[src/rtl/int_issue_queue.sv]
// Four-entry integer issue queue with CDB wakeup and dispatch bypass.
// Optional macro IQ_AGE_PRIORITY_EN selects the oldest ready entry.
module int_issue_queue (
  input  logic        Clk,
  input  logic        Rst,
  input  logic        Dispatch_En,
  input  logic [2:0]  Dispatch_Opcode,
  input  logic [4:0]  Dispatch_RdTag,
  input  logic [4:0]  Dispatch_RsTag,
  input  logic [4:0]  Dispatch_RtTag,
  input  logic [31:0] Dispatch_RsData,
  input  logic [31:0] Dispatch_RtData,
  input  logic        Dispatch_RsValid,
  input  logic        Dispatch_RtValid,
  input  logic [4:0]  CDB_Tag,
  input  logic [31:0] CDB_Data,
  input  logic        CDB_Valid,
  output logic        Ready,
  input  logic        Issue,
  output logic [2:0]  Issue_Opcode,
  output logic [4:0]  Issue_RdTag,
  output logic [31:0] Issue_RsData,
  output logic [31:0] Issue_RtData,
  output logic        Queue_Full,
  output logic [2:0]  Queue_Count
);
  localparam int N = 4;

  logic [N-1:0] r_v;
  logic [N-1:0] r_rsv;
  logic [N-1:0] r_rtv;
  logic [2:0]   r_op  [N];
  logic [4:0]   r_rd  [N];
  logic [4:0]   r_rst [N];
  logic [4:0]   r_rtt [N];
  logic [31:0]  r_rsd [N];
  logic [31:0]  r_rtd [N];
  logic [2:0]   r_count;

  logic [N-1:0] w_rdy;
  logic [1:0]   w_sel;
  logic [1:0]   w_free;
  logic         w_iss;
  logic         w_disp;
  logic         w_rs_byp;
  logic         w_rt_byp;

  assign w_rdy       = r_v & r_rsv & r_rtv;
  assign Ready       = |w_rdy;
  assign Queue_Full  = (r_count == 3'd4);
  assign Queue_Count = r_count;
  assign w_iss       = Issue & Ready;
  assign w_disp      = Dispatch_En & ~Queue_Full;
  assign w_rs_byp    = CDB_Valid & (Dispatch_RsTag == CDB_Tag);
  assign w_rt_byp    = CDB_Valid & (Dispatch_RtTag == CDB_Tag);

  // Lowest-index free slot receives the next dispatch
  always_comb begin
    w_free = 2'd0;
    for (int i = N - 1; i >= 0; i--)
      if (!r_v[i]) w_free = 2'(i);
  end

`ifdef IQ_AGE_PRIORITY_EN
  // r_older[i][j] set means entry i was dispatched before entry j
  logic [N-1:0] r_older [N];

  // Pick the ready entry that no other ready entry is older than
  always_comb begin
    logic [N-1:0] w_col;
    w_sel = 2'd0;
    for (int i = N - 1; i >= 0; i--) begin
      for (int j = 0; j < N; j++)
        w_col[j] = r_older[j][i];
      if (w_rdy[i] && !(|(w_rdy & w_col)))
        w_sel = 2'(i);
    end
  end

  // Age matrix: a new entry is younger than all, an issued one drops out
  always_ff @(posedge Clk) begin
    if (!Rst) begin
      for (int i = 0; i < N; i++) r_older[i] <= '0;
    end else begin
      if (w_iss) r_older[w_sel] <= '0;
      if (w_disp) begin
        for (int j = 0; j < N; j++)
          if (j != int'(w_free)) r_older[j][w_free] <= 1'b1;
        r_older[w_free] <= '0;
      end
    end
  end
`else
  // Lowest-index ready entry wins
  always_comb begin
    w_sel = 2'd0;
    for (int i = N - 1; i >= 0; i--)
      if (w_rdy[i]) w_sel = 2'(i);
  end
`endif

  // Selected entry is shown only while something is ready
  always_comb begin
    Issue_Opcode = '0;
    Issue_RdTag  = '0;
    Issue_RsData = '0;
    Issue_RtData = '0;
    if (Ready) begin
      Issue_Opcode = r_op[w_sel];
      Issue_RdTag  = r_rd[w_sel];
      Issue_RsData = r_rsd[w_sel];
      Issue_RtData = r_rtd[w_sel];
    end
  end

  // Wakeup, issue and dispatch all commit on one edge
  always_ff @(posedge Clk) begin
    if (!Rst) begin
      r_v     <= '0;
      r_count <= 3'd0;
    end else begin
      for (int i = 0; i < N; i++) begin
        if (r_v[i] && CDB_Valid && !r_rsv[i] && r_rst[i] == CDB_Tag) begin
          r_rsd[i] <= CDB_Data;
          r_rsv[i] <= 1'b1;
        end
        if (r_v[i] && CDB_Valid && !r_rtv[i] && r_rtt[i] == CDB_Tag) begin
          r_rtd[i] <= CDB_Data;
          r_rtv[i] <= 1'b1;
        end
      end
      if (w_iss) r_v[w_sel] <= 1'b0;
      if (w_disp) begin
        r_v[w_free]   <= 1'b1;
        r_op[w_free]  <= Dispatch_Opcode;
        r_rd[w_free]  <= Dispatch_RdTag;
        r_rst[w_free] <= Dispatch_RsTag;
        r_rtt[w_free] <= Dispatch_RtTag;
        r_rsv[w_free] <= Dispatch_RsValid | w_rs_byp;
        r_rtv[w_free] <= Dispatch_RtValid | w_rt_byp;
        r_rsd[w_free] <= (!Dispatch_RsValid && w_rs_byp) ?
                         CDB_Data : Dispatch_RsData;
        r_rtd[w_free] <= (!Dispatch_RtValid && w_rt_byp) ?
                         CDB_Data : Dispatch_RtData;
      end
      r_count <= r_count + {2'b0, w_disp} - {2'b0, w_iss};
    end
  end
endmodule

[config.mk]
export PLATFORM = sky130hd
export DESIGN_NAME = int_issue_queue
export DESIGN_NICKNAME = d
export VERILOG_FILES = /design/src/rtl/int_issue_queue.sv
export SDC_FILE = /design/constraint.sdc
export NUM_CORES = 1
export LEC_CHECK = 0
export ABC_AREA = 1
export ABC_CLOCK_PERIOD_IN_PS = 4500
export CORE_MARGIN = 4
export CORE_UTILIZATION = 35
export DETAILED_ROUTE_END_ITERATION = 6
export GPL_TIMING_DRIVEN = 0
export SLEW_MARGIN = 15
export SYNTH_ARGS = -nofsm -noshare
export SYNTH_HDL_FRONTEND = slang
export SYNTH_SLANG_ARGS = --single-unit
[constraint.sdc]
create_clock -name Clk -period 4.5 [get_ports Clk]
set_input_delay 0.45 -clock Clk [delete_from_list [all_inputs] [get_ports Clk]]
set_output_delay 0.45 -clock Clk [all_outputs]
set_load 0.005 [all_outputs]
[Yosys cells after proc, flatten, opt, wreduce, memory -nomap -nowiden]
Memories as Yosys holds them, arrays and structs flattened.
Cells that the tools add are included.
W data, S select, Z words.
Operators by class
  add/subtract/negate cells: 2
  order comparisons: 4
  equality and inequality tests: 11
  mux-type cells: 68
  bitwise gates (word level): 12
  reduce and logical (&&, ||, !) cells: 35
Operators with widths (count)
  $mux W32: 4
  $eq A5 B5 Y1: 10
  $mux W1: 45
  $logic_and A1 B1 Y1: 24
  $mux W4: 5
  $mux W2: 8
  $and A4 B4 Y4: 3
  $logic_not A1 Y1: 10
  $bwmux W4: 2
  $lt A2 B3 Y1 const B: 2
  $mux W5: 1
  $and A1 B1 Y1: 4
  $demux W1 S2: 2
  $ge A2 B1 Y1 const B: 2
  $not A4 Y4: 1
  $or A4 B4 Y4: 1
  $reduce_or A4 Y1: 1
  $add A3 B1 Y3: 1
  $eq A3 B3 Y1 const B: 1
  $mux W3: 1
  $sub A3 B1 Y3: 1
  $or A1 B1 Y1: 2
  $not A1 Y1: 1
Storage, ports and cells
  flip-flop bits (word level): 15
  bits in writable memories: 328
  bits of input ports: 126
  memories kept: 6
Memory list
  r_rsd: depth 4, width 32, rd ports 1, clocked after Yosys merged registers in 0, wr ports 5, RTL line 36  | logic [31:0] r_rsd [N];
  r_rtd: depth 4, width 32, rd ports 1, clocked after Yosys merged registers in 0, wr ports 5, RTL line 37  | logic [31:0] r_rtd [N];
  r_rd: depth 4, width 5, rd ports 1, clocked after Yosys merged registers in 0, wr ports 1, RTL line 33  | logic [4:0] r_rd [N];
  r_rst: depth 4, width 5, rd ports 4, clocked after Yosys merged registers in 0, wr ports 1, RTL line 34  | logic [4:0] r_rst [N];
  r_rtt: depth 4, width 5, rd ports 4, clocked after Yosys merged registers in 0, wr ports 1, RTL line 35  | logic [4:0] r_rtt [N];
  r_op: depth 4, width 3, rd ports 1, clocked after Yosys merged registers in 0, wr ports 1, RTL line 32  | logic [2:0] r_op [N];

[Longest topological paths before layout]
  depth after elaboration: 16
  mapped depth: 14
  mapped depth without buffers: 14

[Least setup slack after synthesis]
Ideal clock, no wire load.
  kind: input port to flip-flop
  from: input CDB_Tag[0]
  to: memory r_rsd[1][0], enable pin
  arrival: 3341 ps
  required time: 4034 ps
  slack: 694 ps
  cell stages on the path: 8
  cells stage by stage: buf_4 > inv_2 > buf_6 > nand2_1 > o21ai_0 > nor2_1 > nand4_1 > o21ai_0
RTL lines
  start: declaration: RTL line 15  | input logic [4:0] CDB_Tag,
  end: declaration: RTL line 36

[Worst setup path in the final report]
  from: register r_v[2]
  to: output Issue_RsData[31]
On the way
  longest elaborated chain between the ends: 7
RTL lines
  start: declaration: RTL line 29  | logic [N-1:0] r_v;
  start signal: assignment: RTL line 119  | r_v <= '0;
  start signal: indexed assignment: RTL line 132  | if (w_iss) r_v[w_sel] <= 1'b0;
  start signal: indexed assignment: RTL line 134  | r_v[w_free] <= 1'b1;
  $and A4 B4 Y4 * (2 in series): RTL line 48  | assign w_rdy = r_v & r_rsv & r_rtv;
  $mux W2 (3 in series): RTL line 98  | if (w_rdy[i]) w_sel = 2'(i);
  $mem_v2 Z4 W32
  $mux W32 *: RTL line 108  | if (Ready) begin
  end: declaration: RTL line 22  | output logic [31:0] Issue_RsData,
Mark *: on every way between the ends. The rest lies on a longest branch, timed or not.

==> results.json <==
{
  "status": "finished, final reports clean",
  "ant_nets": 0,
  "cp_data_required_time_ns": 4.05,
  "grt_antenna_before_repair": 2,
  "ios": 203,
  "routabilityCongestion": 0.9007,
  "die_h_um": 241.5,
  "ctsResizeCount": 0,
  "synth-main-ff-cell": "edfxtp_1",
  "setup_viol": 0,
  "drv_cap": 0,
  "total_power_uw": 8251,
  "dpl_worst_slack_ns": 0.9661,
  "final_layout_size_suffix_gt1_share_pct": 9.415,
  "clock.fmax_ghz": 0.2491,
  "rsz0062_at_grt": "false",
  "synth.area.top_cells": "edfxtp_1 53%, nand2_1 14%, nand3_1 11%",
  "seqPwrFrac_pct": 45.5,
  "ys_seq_area_share_pct": 53.63,
  "syn_area_per_cell_sq_um": 8.418,
  "irDropWorstVdd_v": 0.0002155,
  "synth_top_area_cell": "edfxtp_1",
  "clk_pin_slew_ns": 0.06,
  "slew-limit-headroom_pct": 24.74,
  "nets": 2651,
  "syn-num-nets": 2395,
  "fin_crit_sh_pct": 89.23,
  "finalSetupTns_ns": 0,
  "swShare_pct": 27.45,
  "crit_type": "flip-flop to output pin",
  "min_path_type": "input pin to flip-flop",
  "hpwlAfterDp_mm": 50.80,
  "async_reset_ff_share_pct": 0,
  "path_delay_family": "simple AND/OR/NAND/NOR gates",
  "drt-total-wl_mm": 71.50,
  "cts.sink_count": 343,
  "drc": 0,
  "cts_hold_buf": 0,
  "dr_total_vias": 17430,
  "end_kind": "output pin",
  "skew_ns": 0.02665,
  "yosysWarningCount": 0,
  "clock_latency_ns": 0.57,
  "grt_pass1_wl_mm": 103.4,
  "wire_per_inst_um": 22.03,
  "pwr-share-comb_pct": 17.2,
  "p_leak_uw": 0.009987,
  "post_cts_buffers": 0,
  "root_buffer": "clkbuf_16",
  "clkPwrFrac_pct": 37.3,
  "ys_ff_latch": 343,
  "numCtsBuffers": 40,
  "grt_usage_pct": 23.82,
  "p_int_uw": 5986,
  "io_buffers": 199,
  "syn_to_final_growth_pct": 23.88,
  "period_needed_ns": 4.015,
  "setup_ws_ns": 0.4848,
  "worstPathArrival_ns": 3.57,
  "start_util_pct": 35.38,
  "synth_cell_types": 33,
  "synth_top_area_share_pct": 52.90,
  "synth_cells": 2266,
  "max_stage_delay_ns": 0.59,
  "cp_slowest_cell": "clkdlybuf4s50_1",
  "avgViaCountPerCell": 5.369,
  "tightest_slew_ns": 1.129,
  "crit_path_start_kind": "flip-flop",
  "cts_tree": "done",
  "clk_path_buf_depth": 3,
  "worstPathMaxFanout": 10,
  "maxSlewViolCount": 0,
  "grt_max_degree": 28,
  "coreArea_sq_mm": 0.05392,
  "first_global_vias": 16960,
  "htreeDepth": 2,
  "synth_area_sq_mm": 0.01907,
  "rows": 85,
  "worstPathCellList": "nand3_1, nand3_2, nand2_1, buf_2, nand2_1, nand3_1, a21oi_1, clkdlybuf4s50_1",
  "p_per_area_mw_per_mm2": 349.2,
  "die_w_um": 241.5,
  "overflow": 0,
  "drtPass1Iterations": 6,
  "dr.first_iter.drc_count": 2078,
  "cp_num_buf_inv": 2,
  "dieArea_sq_mm": 0.05830,
  "synth-edff-count": 336,
  "hold_violations": 0,
  "switching_power_uw": 2265
}
cell families (layout without fill, tap and decap cells):
family                     count (synthesis)  count (layout)  share of synthesized area (%)
other                                      0               1                              0
AOI/OAI and AO/OA                        111             111                          2.958
and+or+nand+nor                         1354            1354                          32.88
buffers and inverters                    433             716                          9.288
xor gates and xnor gates                  22              22                          1.010
DFF                                      343             343                          53.63
adders and majority gates                  3               3                         0.2361
stage by stage:
step / hold WS [ns] / std cells / cell area [sq um] / util (%)
4_1_cts: 0.4970 / 3245 / 23630 / 43.82
5_1_grt: 0.5236 / 3246 / 23630 / 43.82
3_5_place_dp: 0.5368 / 3176 / 22420 / 41.59
6_report: 0.5215 / 3246 / 23630 / 43.82
3_3_place_gp: 0.5341 / 3161 / 21940 / 40.68
2_1_floorplan: 0.4856 / 2266 / 19070 / -
cell usage after synthesis (all sizes together) (7+ instances only):
| cell | count |
|---|---|
| nand2 | 741 |
| nand3 | 429 |
| nor2 | 41 |
| inv | 302 |
| nand4 | 65 |
| xor2 | 21 |
| buf | 93 |
| a21oi | 84 |
| dfxtp | 7 |
| o21ai | 25 |
| clkbuf | 36 |
| edfxtp | 336 |
| nand3b | 74 |
per-layer routing:
metal | up-vias | share of wire, % | GRT usage (%)
met5 | - | 0.018 | 0
met4 | 2 | 3.5 | 8.555
met3 | 179 | 11 | 5.476
met2 | 1035 | 46 | 38.99
met1 | 8142 | 39 | 31.15
li1 | 8071 | - | -
power by group through the flow:
stage	clock network, uW	logic [uW]	registers, uW
CTS	3100	1410	3750
floorplan	0	696	3820
global route	3220	1530	3760
detailed placement	0	1400	3820
global placement	0	1320	3840
finish	3070	1420	3750
cell type report:
| type | count | area [sq um] |
|---|---|---|
| repair buffers | 214 | 2385 |
| plain buffers | 129 | 634.4 |
| flip-flops and latches | 343 | 10230 |
| well taps | 696 | 870.8 |
| clock inverters | 20 | 126.4 |
| clock buffers | 49 | 1077 |
| inverters | 304 | 1141 |
| multi-input cells | 1490 | 7163 |
| fillers | 5162 | 30290 |
| diodes | 1 | 2.502 |
flip-flops by register name (all words and copies together), names as in the netlist:
| register | flops |
|---|---|
| r_op | 12 |
| r_rtt | 20 |
| r_rtd | 128 |
| Queue_Count | 3 |
| r_rsv | 4 |
| r_rtv | 4 |
| r_rst | 20 |
| r_v | 4 |
| r_rd | 20 |
| r_rsd | 128 |
final timing paths:
check	startpoint	to	slack, ns	cells past startpoint
hold reg to reg	r_v[2]	r_v[2]	0.56	2
setup reg to reg	Queue_Count[1]	r_rtd[1][26]	1.59	11
setup / recovery	r_v[2]	Issue_RsData[31]	0.48	8
hold / removal	Dispatch_RdTag[1]	r_rd[2][1]	0.52	1
cell usage in the layout, fill, tap and decap left out, types with 2 or more instances in the layout:
cell / instances
nand2_2: 52
or2_2: 2
a21oi_4: 5
nor2_4: 2
nand3b_1: 73
dfxtp_1: 7
inv_2: 10
buf_2: 78
nand3_1: 424
clkbuf_1: 40
buf_16: 13
nor2_2: 5
a21oi_1: 79
buf_1: 6
o21ai_1: 2
o211ai_1: 2
clkbuf_2: 3
clkinv_2: 4
nand4_1: 65
edfxtp_1: 336
xor2_1: 21
buf_6: 4
clkinv_1: 15
clkbuf_16: 42
nor2_1: 34
buf_4: 5
clkdlybuf4s50_1: 199
o21ai_0: 19
nand2_1: 689
ha_1: 2
inv_1: 292
o21ai_4: 3
nand3_2: 4
(Power assumes the default switching activity.)
